[src/rtl/ir_key_ctrl.sv]
// IR key controller: reads each receiver frame once, validates it, classifies press/repeat
// and queues key events in a show-ahead FIFO. Optional macro IR_AUTOREPEAT_EN queues repeats too.
module ir_key_ctrl #(
    parameter int unsigned REPEAT_WINDOW = 5_500_000,
    parameter int unsigned FIFO_DEPTH    = 4,
    parameter logic [7:0]  ADDR_MATCH    = 8'h00,
    parameter bit          ACCEPT_ANY    = 1'b1
) (
    input  logic        iCLK,
    input  logic        iRST_n,
    input  logic        iRX_READY,
    output logic        oRX_READ,
    input  logic [31:0] iRX_DATA,
    input  logic        iCPU_RD,
    output logic        oKEY_VALID,
    output logic [7:0]  oKEY_CMD,
    output logic [7:0]  oKEY_ADDR,
    output logic        oKEY_REPEAT,
    output logic        oKEY_HELD,
    output logic        oOVERFLOW,
    input  logic        iCLR_OVF
);

`ifdef IR_AUTOREPEAT_EN
    localparam int unsigned ENTRY_W = 17;
    localparam bit          AUTO_C  = 1'b1;
`else
    localparam int unsigned ENTRY_W = 16;
    localparam bit          AUTO_C  = 1'b0;
`endif
    localparam int unsigned      PTR_W    = (FIFO_DEPTH > 1) ? $clog2(FIFO_DEPTH) : 1;
    localparam int unsigned      CNT_W    = PTR_W + 1;
    localparam logic [CNT_W-1:0] DEPTH_C  = CNT_W'(FIFO_DEPTH);
    localparam logic [CNT_W-1:0] CNT_ONE  = CNT_W'(1);
    localparam logic [PTR_W-1:0] PTR_ONE  = PTR_W'(1);
    localparam logic [23:0]      WINDOW_C = 24'(REPEAT_WINDOW);

    typedef enum logic [1:0] {
        ST_IDLE    = 2'd0,
        ST_CAPTURE = 2'd1,
        ST_CHECK   = 2'd2
    } state_t;

    state_t               state_r;
    state_t               state_nxt_s;
    logic                 ready_d_r;
    logic [23:0]          frame_r;        // {inv_cmd, cmd, addr}; the spare byte is never needed
    logic [23:0]          held_cnt_r;
    logic [15:0]          last_code_r;
    logic [ENTRY_W-1:0]   fifo_mem_r [FIFO_DEPTH];
    logic [PTR_W-1:0]     wr_ptr_r;
    logic [PTR_W-1:0]     rd_ptr_r;
    logic [CNT_W-1:0]     count_r;
    logic                 overflow_r;

    logic                 capture_s;
    logic                 check_s;
    logic [7:0]           frame_cmd_s;
    logic [7:0]           frame_addr_s;
    logic [15:0]          frame_code_s;
    logic                 valid_s;
    logic                 repeat_s;
    logic                 push_s;
    logic                 pop_s;
    logic                 full_s;
    logic                 wr_en_s;
    logic                 drop_s;
    logic [ENTRY_W-1:0]   push_entry_s;
    logic [ENTRY_W-1:0]   head_s;
    logic                 unused_bits_s;

    // Integrity check of the NEC-style inverted command byte.
    function automatic logic cmd_integrity_ok(input logic [7:0] cmd, input logic [7:0] inv_cmd);
        return (inv_cmd == ~cmd);
    endfunction

    assign unused_bits_s = ^iRX_DATA[15:8];

    assign oRX_READ     = iRX_READY & ~ready_d_r & (state_r == ST_IDLE);
    assign frame_cmd_s  = frame_r[15:8];
    assign frame_addr_s = frame_r[7:0];
    assign frame_code_s = {frame_addr_s, frame_cmd_s};
    assign valid_s      = cmd_integrity_ok(frame_cmd_s, frame_r[23:16]) &&
                          (ACCEPT_ANY || (frame_addr_s == ADDR_MATCH));
    assign repeat_s     = (held_cnt_r != 24'd0) && (frame_code_s == last_code_r);
    assign push_s       = check_s && valid_s && (!repeat_s || AUTO_C);
    assign pop_s        = iCPU_RD && (count_r != {CNT_W{1'b0}});
    assign full_s       = (count_r == DEPTH_C);
    assign wr_en_s      = push_s && (!full_s || pop_s);
    assign drop_s       = push_s && full_s && !pop_s;
    assign head_s       = fifo_mem_r[rd_ptr_r];

`ifdef IR_AUTOREPEAT_EN
    assign push_entry_s = {repeat_s, frame_code_s};
    assign oKEY_REPEAT  = head_s[16];
`else
    assign push_entry_s = frame_code_s;
    assign oKEY_REPEAT  = 1'b0;
`endif
    assign oKEY_VALID = (count_r != {CNT_W{1'b0}});
    assign oKEY_CMD   = head_s[7:0];
    assign oKEY_ADDR  = head_s[15:8];
    assign oKEY_HELD  = (held_cnt_r != 24'd0);
    assign oOVERFLOW  = overflow_r;

    // Sequencer next state and per-state strobes.
    always_comb begin
        state_nxt_s = state_r;
        capture_s   = 1'b0;
        check_s     = 1'b0;
        case (state_r)
            ST_IDLE: begin
                if (oRX_READ) begin
                    state_nxt_s = ST_CAPTURE;
                end else begin
                    state_nxt_s = ST_IDLE;
                end
            end
            ST_CAPTURE: begin
                capture_s   = 1'b1;
                state_nxt_s = ST_CHECK;
            end
            ST_CHECK: begin
                check_s     = 1'b1;
                state_nxt_s = ST_IDLE;
            end
            default: begin
                state_nxt_s = ST_IDLE;
            end
        endcase
    end

    // Sequencer state, ready edge detector and captured frame.
    always_ff @(posedge iCLK or negedge iRST_n) begin
        if (!iRST_n) begin
            state_r   <= ST_IDLE;
            ready_d_r <= 1'b0;
            frame_r   <= 24'd0;
        end else begin
            state_r   <= state_nxt_s;
            ready_d_r <= iRX_READY;
            if (capture_s) begin
                frame_r <= {iRX_DATA[31:16], iRX_DATA[7:0]};
            end
        end
    end

    // Held-key window and last accepted code; invalid frames leave both untouched.
    always_ff @(posedge iCLK or negedge iRST_n) begin
        if (!iRST_n) begin
            held_cnt_r  <= 24'd0;
            last_code_r <= 16'd0;
        end else if (check_s && valid_s) begin
            held_cnt_r  <= WINDOW_C;
            last_code_r <= frame_code_s;
        end else if (held_cnt_r != 24'd0) begin
            held_cnt_r  <= held_cnt_r - 24'd1;
        end
    end

    // Event FIFO storage, pointers and occupancy.
    always_ff @(posedge iCLK or negedge iRST_n) begin
        if (!iRST_n) begin
            for (int i = 0; i < FIFO_DEPTH; i++) begin
                fifo_mem_r[i] <= '0;
            end
            wr_ptr_r <= {PTR_W{1'b0}};
            rd_ptr_r <= {PTR_W{1'b0}};
            count_r  <= {CNT_W{1'b0}};
        end else begin
            if (wr_en_s) begin
                fifo_mem_r[wr_ptr_r] <= push_entry_s;
                wr_ptr_r             <= wr_ptr_r + PTR_ONE;
            end
            if (pop_s) begin
                rd_ptr_r <= rd_ptr_r + PTR_ONE;
            end
            case ({wr_en_s, pop_s})
                2'b10:   count_r <= count_r + CNT_ONE;
                2'b01:   count_r <= count_r - CNT_ONE;
                default: count_r <= count_r;
            endcase
        end
    end

    // Sticky overflow; a new drop beats a simultaneous clear.
    always_ff @(posedge iCLK or negedge iRST_n) begin
        if (!iRST_n) begin
            overflow_r <= 1'b0;
        end else if (drop_s) begin
            overflow_r <= 1'b1;
        end else if (iCLR_OVF) begin
            overflow_r <= 1'b0;
        end
    end

endmodule

[config.mk]
export PLATFORM = sky130hd
export DESIGN_NAME = ir_key_ctrl
export DESIGN_NICKNAME = d
export VERILOG_FILES = /design/src/rtl/ir_key_ctrl.sv
export SDC_FILE = /design/constraint.sdc
export NUM_CORES = 1
export LEC_CHECK = 0
export CELL_PAD_IN_SITES_DETAIL_PLACEMENT = 1
export CELL_PAD_IN_SITES_GLOBAL_PLACEMENT = 1
export CORE_UTILIZATION = 35
export CTS_BUF_LIST = sky130_fd_sc_hd__clkbuf_8
export DETAILED_ROUTE_END_ITERATION = 12
export GPL_ROUTABILITY_DRIVEN = 0
export PLACE_DENSITY = 0.64
export SETUP_SLACK_MARGIN = 0.3
export SLEW_MARGIN = 20
export SYNTH_ARGS = -nofsm -noshare
export SYNTH_HDL_FRONTEND = slang
export SYNTH_SLANG_ARGS = --single-unit
export TNS_END_PERCENT = 100
[constraint.sdc]
create_clock -name iCLK -period 7.6 [get_ports iCLK]
set_input_delay 1.52 -clock iCLK [delete_from_list [all_inputs] [get_ports iCLK]]
set_output_delay 1.52 -clock iCLK [all_outputs]
set_load 0.02 [all_outputs]
==> results.toml, run 1 <==
[status]
run_status = "finished, final reports clean"

[setup_path]
crit_fanout = 8
cp_num_buf_inv = 2
worstSetupPathType = "flop to primary output"
end_kind = "primary output"
critPathSlowestCell = "nor4b_4"
worstSetupStartpointType = "flop"
worstPathRequired_ns = 6.08
slowest_delay_ns = 0.78
arrival_ns = 3.22
cpLargestDelayFamily = "simple AND/OR/NAND/NOR gates"
path_cells = "or4_4 > or2_4 > nor4b_4 > inv_1 > clkdlybuf4s50_1"

[clock_tree]
cts_setup_buffers = 0
clock-sinks = 139
cts_made_buffers = 17
cts_max_level = 4
clk_pin_slew_worst_paths_ns = 0.08
worstSkewPairLatency_ns = 0.45
cts_root_buf = "clkbuf_8"
cts_resized = 0
cts_max_path_buffers = 2
cts_tree = "done"
cts_hold_buf = 0

[floorplan]
rows = 49
die_x_um = 140
die_area_um2 = 19500
core_um2 = 18300
io_pins = 58
initial_core_util_pct = 36.3
die_h_um = 140

[finish]
final_core_util_pct = 42.6
multi_input_area_um2 = 2990
fillCellCount = 1868
layout-drive-gt1-share_pct = 27.9
nets = 591
regArea_um2 = 3480
syn_to_final_growth_pct = 17.2
antennaDiodeCount = 0

[grt]
grt_pass1_wl_mm = 24.8
grt_max_degree = 84
grt-ovfl-total = 0
grt_pass1_vias = 4680
grt_usage_pct = 16.4
antenna_found_initial = 0

[worst_hold_path]
hold_path.class = "flop to flop"

[sta]
finalSetupViolCount = 0
max_freq_mhz = 211
period_share_pct = 62.4
tightest_slew_ns = 1.03
period_minus_slack_ns = 4.74
max-slew-margin-rel_pct = 31.4
tns_ns = 0
finClkSkew_ns = 0.0106
rsz0062_at_grt = "no"
hold_violations = 0
report.final.slew_viol_count = 0

[logic_synthesis]
syn_avg_cell_area_um2 = 13.2
synth-edff-count = 0
async_flop_share_pct = 100
netlist_instances = 503
synth-warning-count = 0
synth-seq-cells = 139
synthFlopType = "dfrtp_1"
ys_seq_area_share_pct = 52.4
syn-num-nets = 548
synth_area_um2 = 6640
ys_types = 46

[drt]
post_drt_via_cell_ratio = 5.21
finalWirelength_mm = 14.5
drt-pass1-iter-count = 4
drtAntennaViolNets = 0
vias = 4107
drt_iter0_drc = 134
wl_per_cell_um = 18.5
drc = 0

[placement]
portBuffers = 48
dp_hpwl_mm = 9.60

[power]
power_leakage_nw = 3.66
max-vdd-ir-drop_v = 0.000113
powerDensity_nw_per_um2 = 284

[job]
cap_violations = 0
-- metal layers --
layer  up-vias  global-route usage [%]  share of wire, %
met5         -                       0                 0
met4         0                    5.09               1.2
met3        12                    3.92               2.8
met2        59                    27.0                50
met1      2173                    21.3                46
li1       1863                       -                 -
-- placed cells by master (no fill, tap or decap), types with 6 or more instances in the layout --
| cell | netlist | layout |
|---|---|---|
| nor2_1 | 13 | 13 |
| mux4_2 | 16 | 16 |
| nor4_1 | 6 | 6 |
| xor2_1 | 30 | 30 |
| mux2_4 | 40 | 40 |
| nand3_1 | 7 | 7 |
| mux2_2 | 49 | 49 |
| a21oi_1 | 12 | 12 |
| bufinv_16 | 0 | 6 |
| nand2_1 | 57 | 57 |
| o21ai_0 | 13 | 13 |
| inv_1 | 9 | 10 |
| or4_1 | 6 | 6 |
| clkbuf_8 | 0 | 18 |
| or3_1 | 11 | 11 |
| ha_1 | 7 | 7 |
| dfrtp_1 | 139 | 139 |
| clkdlybuf4s50_1 | 0 | 47 |
-- sequential cells by signal, indices dropped and copies added (netlist names) --
register     cells
count_r          3
fifo_mem_r      64
frame_r         24
held_cnt_r      24
last_code_r     16
oOVERFLOW        1
rd_ptr_r         2
ready_d_r        1
state_r          2
wr_ptr_r         2
-- synth_stat cells (all sizes together), types with 4 or more instances --
cell	count	area, um2
o211ai	5	37.5
inv	9	33.8
nor4	6	37.5
ha	7	87.6
mux4	16	360
mux2	89	1150
o21ai	13	65.1
nor2	13	48.8
nor3	7	46.3
a21oi	12	60.1
nand2	57	214
or4	7	56.3
nand3	7	35.0
clkbuf	18	67.6
dfrtp	139	3480
xnor2	5	43.8
buf	10	71.3
o31ai	5	37.5
or2	4	27.5
or3	11	68.8
and2	4	25.0
xor2	30	263
o2111ai	4	105
-- cells by family (layout without fill, tap and decap cells) --
kind of cell             after synthesis  in the layout  share of synthesized area (%)
flip-flops                           139            139                           52.4
AND/OR/NAND/NOR                      134            134                           10.7
multiplexers                         105            105                           22.8
buffers and inverters                 37             93                           2.60
adder cells (fa/ha/maj)                8              8                           1.62
XOR/XNOR                              35             35                           4.62
AO/OA/AOI/OAI                         44             44                           5.22
other                                  1              1                         0.0565
-- metrics by stage --
stage	power [W]	hold WS, ns	instances	area, um2	setup slack, ns
after CTS	0.00224	0.443	788	7780	2.81
after detailed placement	0.00152	0.433	756	7300	3.20
after global placement	0.00148	0.421	756	7300	3.19
final	0.00221	0.439	788	7780	2.86
after floorplan	0.00135	0.410	503	6640	3.85
after global routing	0.00234	0.462	788	7780	2.77
-- final timing paths --
kind                                      from             end  slack (ns)  cells past startpoint
max in group asynchronous               iRST_n  fifo_mem_r[53]        5.45                      2
min in group asynchronous               iRST_n  fifo_mem_r[42]        1.03                      1
worst max-delay path            held_cnt_r[10]       oKEY_HELD        2.86                      5
worst max register to register  held_cnt_r[10]      count_r[1]        4.26                      8
worst min register to register       ready_d_r      state_r[0]        0.44                      1
worst min-delay path                 ready_d_r      state_r[0]        0.44                      1
-- worst reg2reg max path, cell delays in order, from the launching register on --
cell      delay (ns)
dfrtp_1         0.46
or4_4           0.58
or2_4           0.29
nor4b_4         0.78
o211ai_1        0.25
ha_1            0.26
inv_1           0.07
fa_1            0.40
o21ai_0         0.16
-- area by class of cell --
cell class,count,area share [%]
inverter,9,0.434
tap,229,3.68
timing repair buffer,52,6.63
multi-input combinational,327,38.5
clock buffer,18,3.18
sequential,139,44.7
clock inverter,14,2.89
-- power breakdown --
part	internal, W	switching (W)
Sequential	0.000858	0.000171
Clock	0.000429	0.000285
Combinational	0.000231	0.000235
No activity file was read; power rests on OpenSTA's default activity.
==> run 2, diff against run 1 <==
--- a/config.mk
+++ b/config.mk
@@ -11,7 +11,7 @@
 export CTS_BUF_LIST = sky130_fd_sc_hd__clkbuf_8
 export DETAILED_ROUTE_END_ITERATION = 12
 export GPL_ROUTABILITY_DRIVEN = 0
-export PLACE_DENSITY = 0.64
+export PLACE_DENSITY = 0.66
 export SETUP_SLACK_MARGIN = 0.3
 export SLEW_MARGIN = 20
 export SYNTH_ARGS = -nofsm -noshare
==> constraint.sdc (replaced) <==
create_clock -name iCLK -period 3.81 [get_ports iCLK]
set_input_delay 0.762 -clock iCLK [delete_from_list [all_inputs] [get_ports iCLK]]
set_output_delay 0.762 -clock iCLK [all_outputs]
set_load 0.02 [all_outputs]
==> results.toml, run 2 (synthesized netlist as in run 1, its figures left out) <==
[worst_hold_path]
hold_path.class = "flop to flop"

[drt]
drt-pass1-iter-count = 4
m1WireLength_mm = 7.08
finalWirelength_mm = 14.6
highest_layer = "met4"
post_drt_via_cell_ratio = 5.12
wl_per_cell_um = 18.5
drtAntennaViolNets = 0
drt_iter0_drc = 180
route.met3.wl_um = 347
vias = 4059
dr_wl_met2_mm = 7.03
drc = 0

[sta]
max-slew-margin-rel_pct = 29.1
period_minus_slack_ns = 3.36
report.final.slew_viol_count = 0
max_freq_mhz = 297
finClkSkew_ns = 0.0132
period_share_pct = 88.3
rsz0062_at_grt = "no"
tightest_slew_ns = 1.06
hold_violations = 0
worst_slack_ns = 0.446
finalSetupViolCount = 0
tns_ns = 0

[setup_path]
end_kind = "primary output"
cp-endpoint = "oKEY_CMD[3]"
path_cells = "buf_12 > mux4_2 > clkdlybuf4s50_1"
cpLargestDelayFamily = "flip-flops"
r2r-start = "held_cnt_r[10]"
critPathSlowestCell = "dfrtp_1"
worstSetupPathType = "flop to primary output"
slowest_delay_ns = 0.83
worstPathRequired_ns = 3.05
crit_start = "rd_ptr_r[0]"
reg2regPathDepth = 11
r2r_slack_ns = 0.77
worstSetupStartpointType = "flop"
crit_fanout = 10
arrival_ns = 2.60
path_depth = 3
r2r_end = "count_r[2]"
cp_num_buf_inv = 2

[grt]
antenna_found_initial = 0
grt_max_degree = 106
grt_usage_pct = 16.4
grt_pass1_wl_mm = 24.5
grt-ovfl-total = 0
grt_pass1_vias = 4460

[floorplan]
core_um2 = 18300
rows = 49
die_h_um = 140
die_area_um2 = 19500
die_x_um = 140
io_pins = 58
initial_core_util_pct = 36.3

[finish]
stdcell_count = 793
layout_common_cells = "dfrtp_1, nand2_1, mux2_2"
syn_to_final_growth_pct = 16.4
nets = 597
mostFrequentLayoutCell = "dfrtp_1"
layout-drive-gt1-share_pct = 28.4
largest_reg_flops = 64
antennaDiodeCount = 0
top_regs = "fifo_mem_r: 64 flops, frame_r: 24 flops, held_cnt_r: 24 flops"
top_register = "fifo_mem_r"

[clock_tree]
cts_made_buffers = 17
cts_tree = "done"
clock-sinks = 139
cts_setup_buffers = 0
clk_pin_slew_worst_paths_ns = 0.07
cts_max_level = 4
cts_max_path_buffers = 2
cts_root_buf = "clkbuf_8"
worstSkewPairLatency_ns = 0.45

[power]
max-vdd-ir-drop_v = 0.000177
power_leakage_nw = 3.65
powerDensity_nw_per_um2 = 535

[placement]
dp_hpwl_mm = 9.61
dp_worst_setup_slack_ns = 0.678
place_inst = 762
portBuffers = 48

[status]
run_status = "finished, final reports clean"

[job]
cap_violations = 0
-- run 2: layer usage --
| layer | GRT usage (%) | vias up |
|---|---|---|
| li1 | - | 1884 |
| met1 | 21.6 | 2111 |
| met2 | 26.5 | 50 |
| met3 | 3.65 | 14 |
| met4 | 5.61 | 0 |
| met5 | 0 | - |
-- run 2: worst reg2reg max path: stages, from the launching register on --
cell and delay (ns):
dfrtp_1 0.46, or4_4 0.58, or2_4 0.30, nor4b_4 0.34
buf_4 0.26, o211ai_1 0.13, ha_1 0.23, inv_1 0.08
fa_1 0.19, xor2_1 0.14, nor2_1 0.07, xor2_1 0.14
-- run 2: metrics by stage --
step	hold WS, ns	area (um2)	utilization, %	total power, W
after floorplan	0.410	6640	-	0.00269
after global placement	0.416	7360	40.3	0.00299
after detailed placement	0.426	7360	40.3	0.00306
after CTS	0.437	7720	42.3	0.00420
after global routing	0.460	7720	42.3	0.00439
final	0.437	7720	42.3	0.00413
-- run 2: final cells by class --
cell class              count  area, um2
clock inverters            10       75.1
well taps                 229        287
flip-flops and latches    139       3480
clock buffers              21        289
fillers                  1880      10500
repair buffers             58        568
multi-input cells         327       2990
inverters                   9       33.8
-- run 2: what timing repair did --
item | 4_1_cts | 5_1_grt
endpoints found under the setup margin | 1 | 0
hold buffers | 0 | 0
gates resized for setup | 1 | 0
-- run 2: worst min path at each step --
stage               from    endpoint  cells past startpoint  slack [ns]
4_1_cts        ready_d_r  state_r[0]                      1        0.44
5_1_grt        ready_d_r  state_r[0]                      1        0.46
3_5_place_dp   ready_d_r  state_r[0]                      1        0.43
3_3_place_gp   ready_d_r  state_r[0]                      1        0.42
6_report       ready_d_r  state_r[0]                      1        0.44
2_1_floorplan  ready_d_r  state_r[0]                      1        0.41
-- run 2: where the power goes --
part           switching, W  internal, W
registers          0.000349      0.00171
logic              0.000469     0.000482
clock network      0.000551     0.000570
==> run 3, diff against run 2 <==
--- a/config.mk
+++ b/config.mk
@@ -11,7 +11,7 @@
 export CTS_BUF_LIST = sky130_fd_sc_hd__clkbuf_8
 export DETAILED_ROUTE_END_ITERATION = 12
 export GPL_ROUTABILITY_DRIVEN = 0
-export PLACE_DENSITY = 0.66
+export PLACE_DENSITY = 0.64
 export SETUP_SLACK_MARGIN = 0.3
 export SLEW_MARGIN = 20
 export SYNTH_ARGS = -nofsm -noshare
==> constraint.sdc (replaced) <==
create_clock -name iCLK -period 4.3 [get_ports iCLK]
set_input_delay 0.86 -clock iCLK [delete_from_list [all_inputs] [get_ports iCLK]]
set_output_delay 0.86 -clock iCLK [all_outputs]
set_load 0.02 [all_outputs]
==> results.toml, run 3 (synthesized netlist as in run 1, its figures left out) <==
[placement]
portBuffers = 48
place_inst = 758
place_area_um2 = 7320
dp_hpwl_mm = 9.69

[setup_path]
end_kind = "primary output"
worstPathRequired_ns = 3.44
r2r_slack_ns = 1.08
crit_fanout = 8
worstSetupStartpointType = "flop"
arrival_ns = 2.74
worstSetupPathType = "flop to primary output"

[finish]
mostFrequentLayoutCell = "dfrtp_1"
syn_to_final_growth_pct = 16.9
antennaDiodeCount = 0
layout-drive-gt1-share_pct = 28.3
top_regs = "fifo_mem_r: 64 flops, frame_r: 24 flops, held_cnt_r: 24 flops"
top_register = "fifo_mem_r"
stdcell_count = 790
layout_common_cells = "dfrtp_1, nand2_1, mux2_2"
fillCellCount = 1939
nets = 594
fin_area_um2 = 7760
largest_reg_flops = 64

[grt]
grt_pass1_vias = 4664
grt-ovfl-total = 0
grt_max_degree = 118
grt_pass1_wl_mm = 24.7
antenna_found_initial = 0
grt_usage_pct = 16.6

[sta]
hold_violations = 0
tightest_slew_ns = 0.996
finalSetupViolCount = 0
period_share_pct = 83.8
report.final.slew_viol_count = 0
max-slew-margin-rel_pct = 33.6
max_freq_mhz = 277
tns_ns = 0
period_minus_slack_ns = 3.60
rsz0062_at_grt = "no"
finClkSkew_ns = 0.0152

[drt]
drc = 0
finalWirelength_mm = 14.8
drtAntennaViolNets = 0
drt-pass1-iter-count = 4
post_drt_via_cell_ratio = 5.21
wl_per_cell_um = 18.7
vias = 4113
drt_iter0_drc = 131

[worst_hold_path]
hold_path.class = "flop to flop"

[floorplan]
core_um2 = 18300
die_area_um2 = 19500
die_h_um = 140
initial_core_util_pct = 36.3
io_pins = 58
die_x_um = 140
rows = 49

[clock_tree]
cts_max_path_buffers = 2
cts_resized = 0
cts_tree = "done"
clk_pin_slew_worst_paths_ns = 0.07
cts_root_buf = "clkbuf_8"
clock-sinks = 139
cts_max_level = 4
cts_setup_buffers = 0
cts_hold_buf = 0
cts_made_buffers = 17
worstSkewPairLatency_ns = 0.46

[power]
max-vdd-ir-drop_v = 0.000194
powerDensity_nw_per_um2 = 489
power_leakage_nw = 3.64

[job]
cap_violations = 0

[status]
run_status = "finished, final reports clean"
-- run 3: cell count changes in the layout (fill, tap and decap cells not counted), moves of 2 or more --
cell        previous run  this run
buf_4                  9         6
bufinv_16              1         4
clkbuf_8              21        19
clkinvlp_4             1         4
inv_1                 11         9
-- run 3: final timing paths --
path / from / to / cells after the start
max in group asynchronous: iRST_n / fifo_mem_r[16] / 2
worst min register to register: ready_d_r / state_r[0] / 1
worst max-delay path: held_cnt_r[10] / oKEY_HELD / 5
worst min-delay path: ready_d_r / state_r[0] / 1
min in group asynchronous: iRST_n / fifo_mem_r[42] / 1
worst max register to register: frame_r[6] / count_r[2] / 10
-- run 3: power by group --
| part | switching, W | leakage, nW | internal, W |
|---|---|---|---|
| Clock | 0.000512 | 0.206 | 0.000637 |
| Sequential | 0.000298 | 1.84 | 0.00152 |
| Combinational | 0.000420 | 1.60 | 0.000409 |
-- run 3: final cells by class --
type                            count  area (um2)  share of cell area, %
Clock buffer                       18         248                   3.19
Multi-Input combinational cell    327        2990                   38.6
Clock inverter                     13         175                   2.26
Tap cell                          229         287                   3.69
Sequential cell                   139        3480                   44.8
Timing Repair Buffer               55         544                   7.01
Inverter                            9        33.8                  0.435
-- run 3: layer usage --
| metal | up-vias | global-route usage, % | wire length, um |
|---|---|---|---|
| li1 | 1866 | - | - |
| met2 | 55 | 27.7 | 7410 |
| met3 | 23 | 3.72 | 369 |
| met4 | 0 | 6.36 | 247 |
| met1 | 2169 | 20.9 | 6730 |
| met5 | - | 0 | 0 |
-- run 3: per-stage QoR --
| stage | setup slack (ns) | utilization, % | hold slack [ns] | total power (W) |
|---|---|---|---|---|
| floorplan | 1.32 | - | 0.410 | 0.00238 |
| global route | 0.543 | 42.5 | 0.469 | 0.00403 |
| global placement | 0.887 | 40.1 | 0.417 | 0.00262 |
| CTS | 0.631 | 42.4 | 0.448 | 0.00386 |
| detailed placement | 0.831 | 40.1 | 0.435 | 0.00269 |
| finish | 0.695 | 42.5 | 0.447 | 0.00379 |
-- run 3: worst max-delay path: stages, from the launching register on --
cell and delay, ns:
dfrtp_1 0.46, or4_4 0.58, or2_4 0.30, nor4b_4 0.35, inv_1 0.07, clkdlybuf4s50_1 0.54
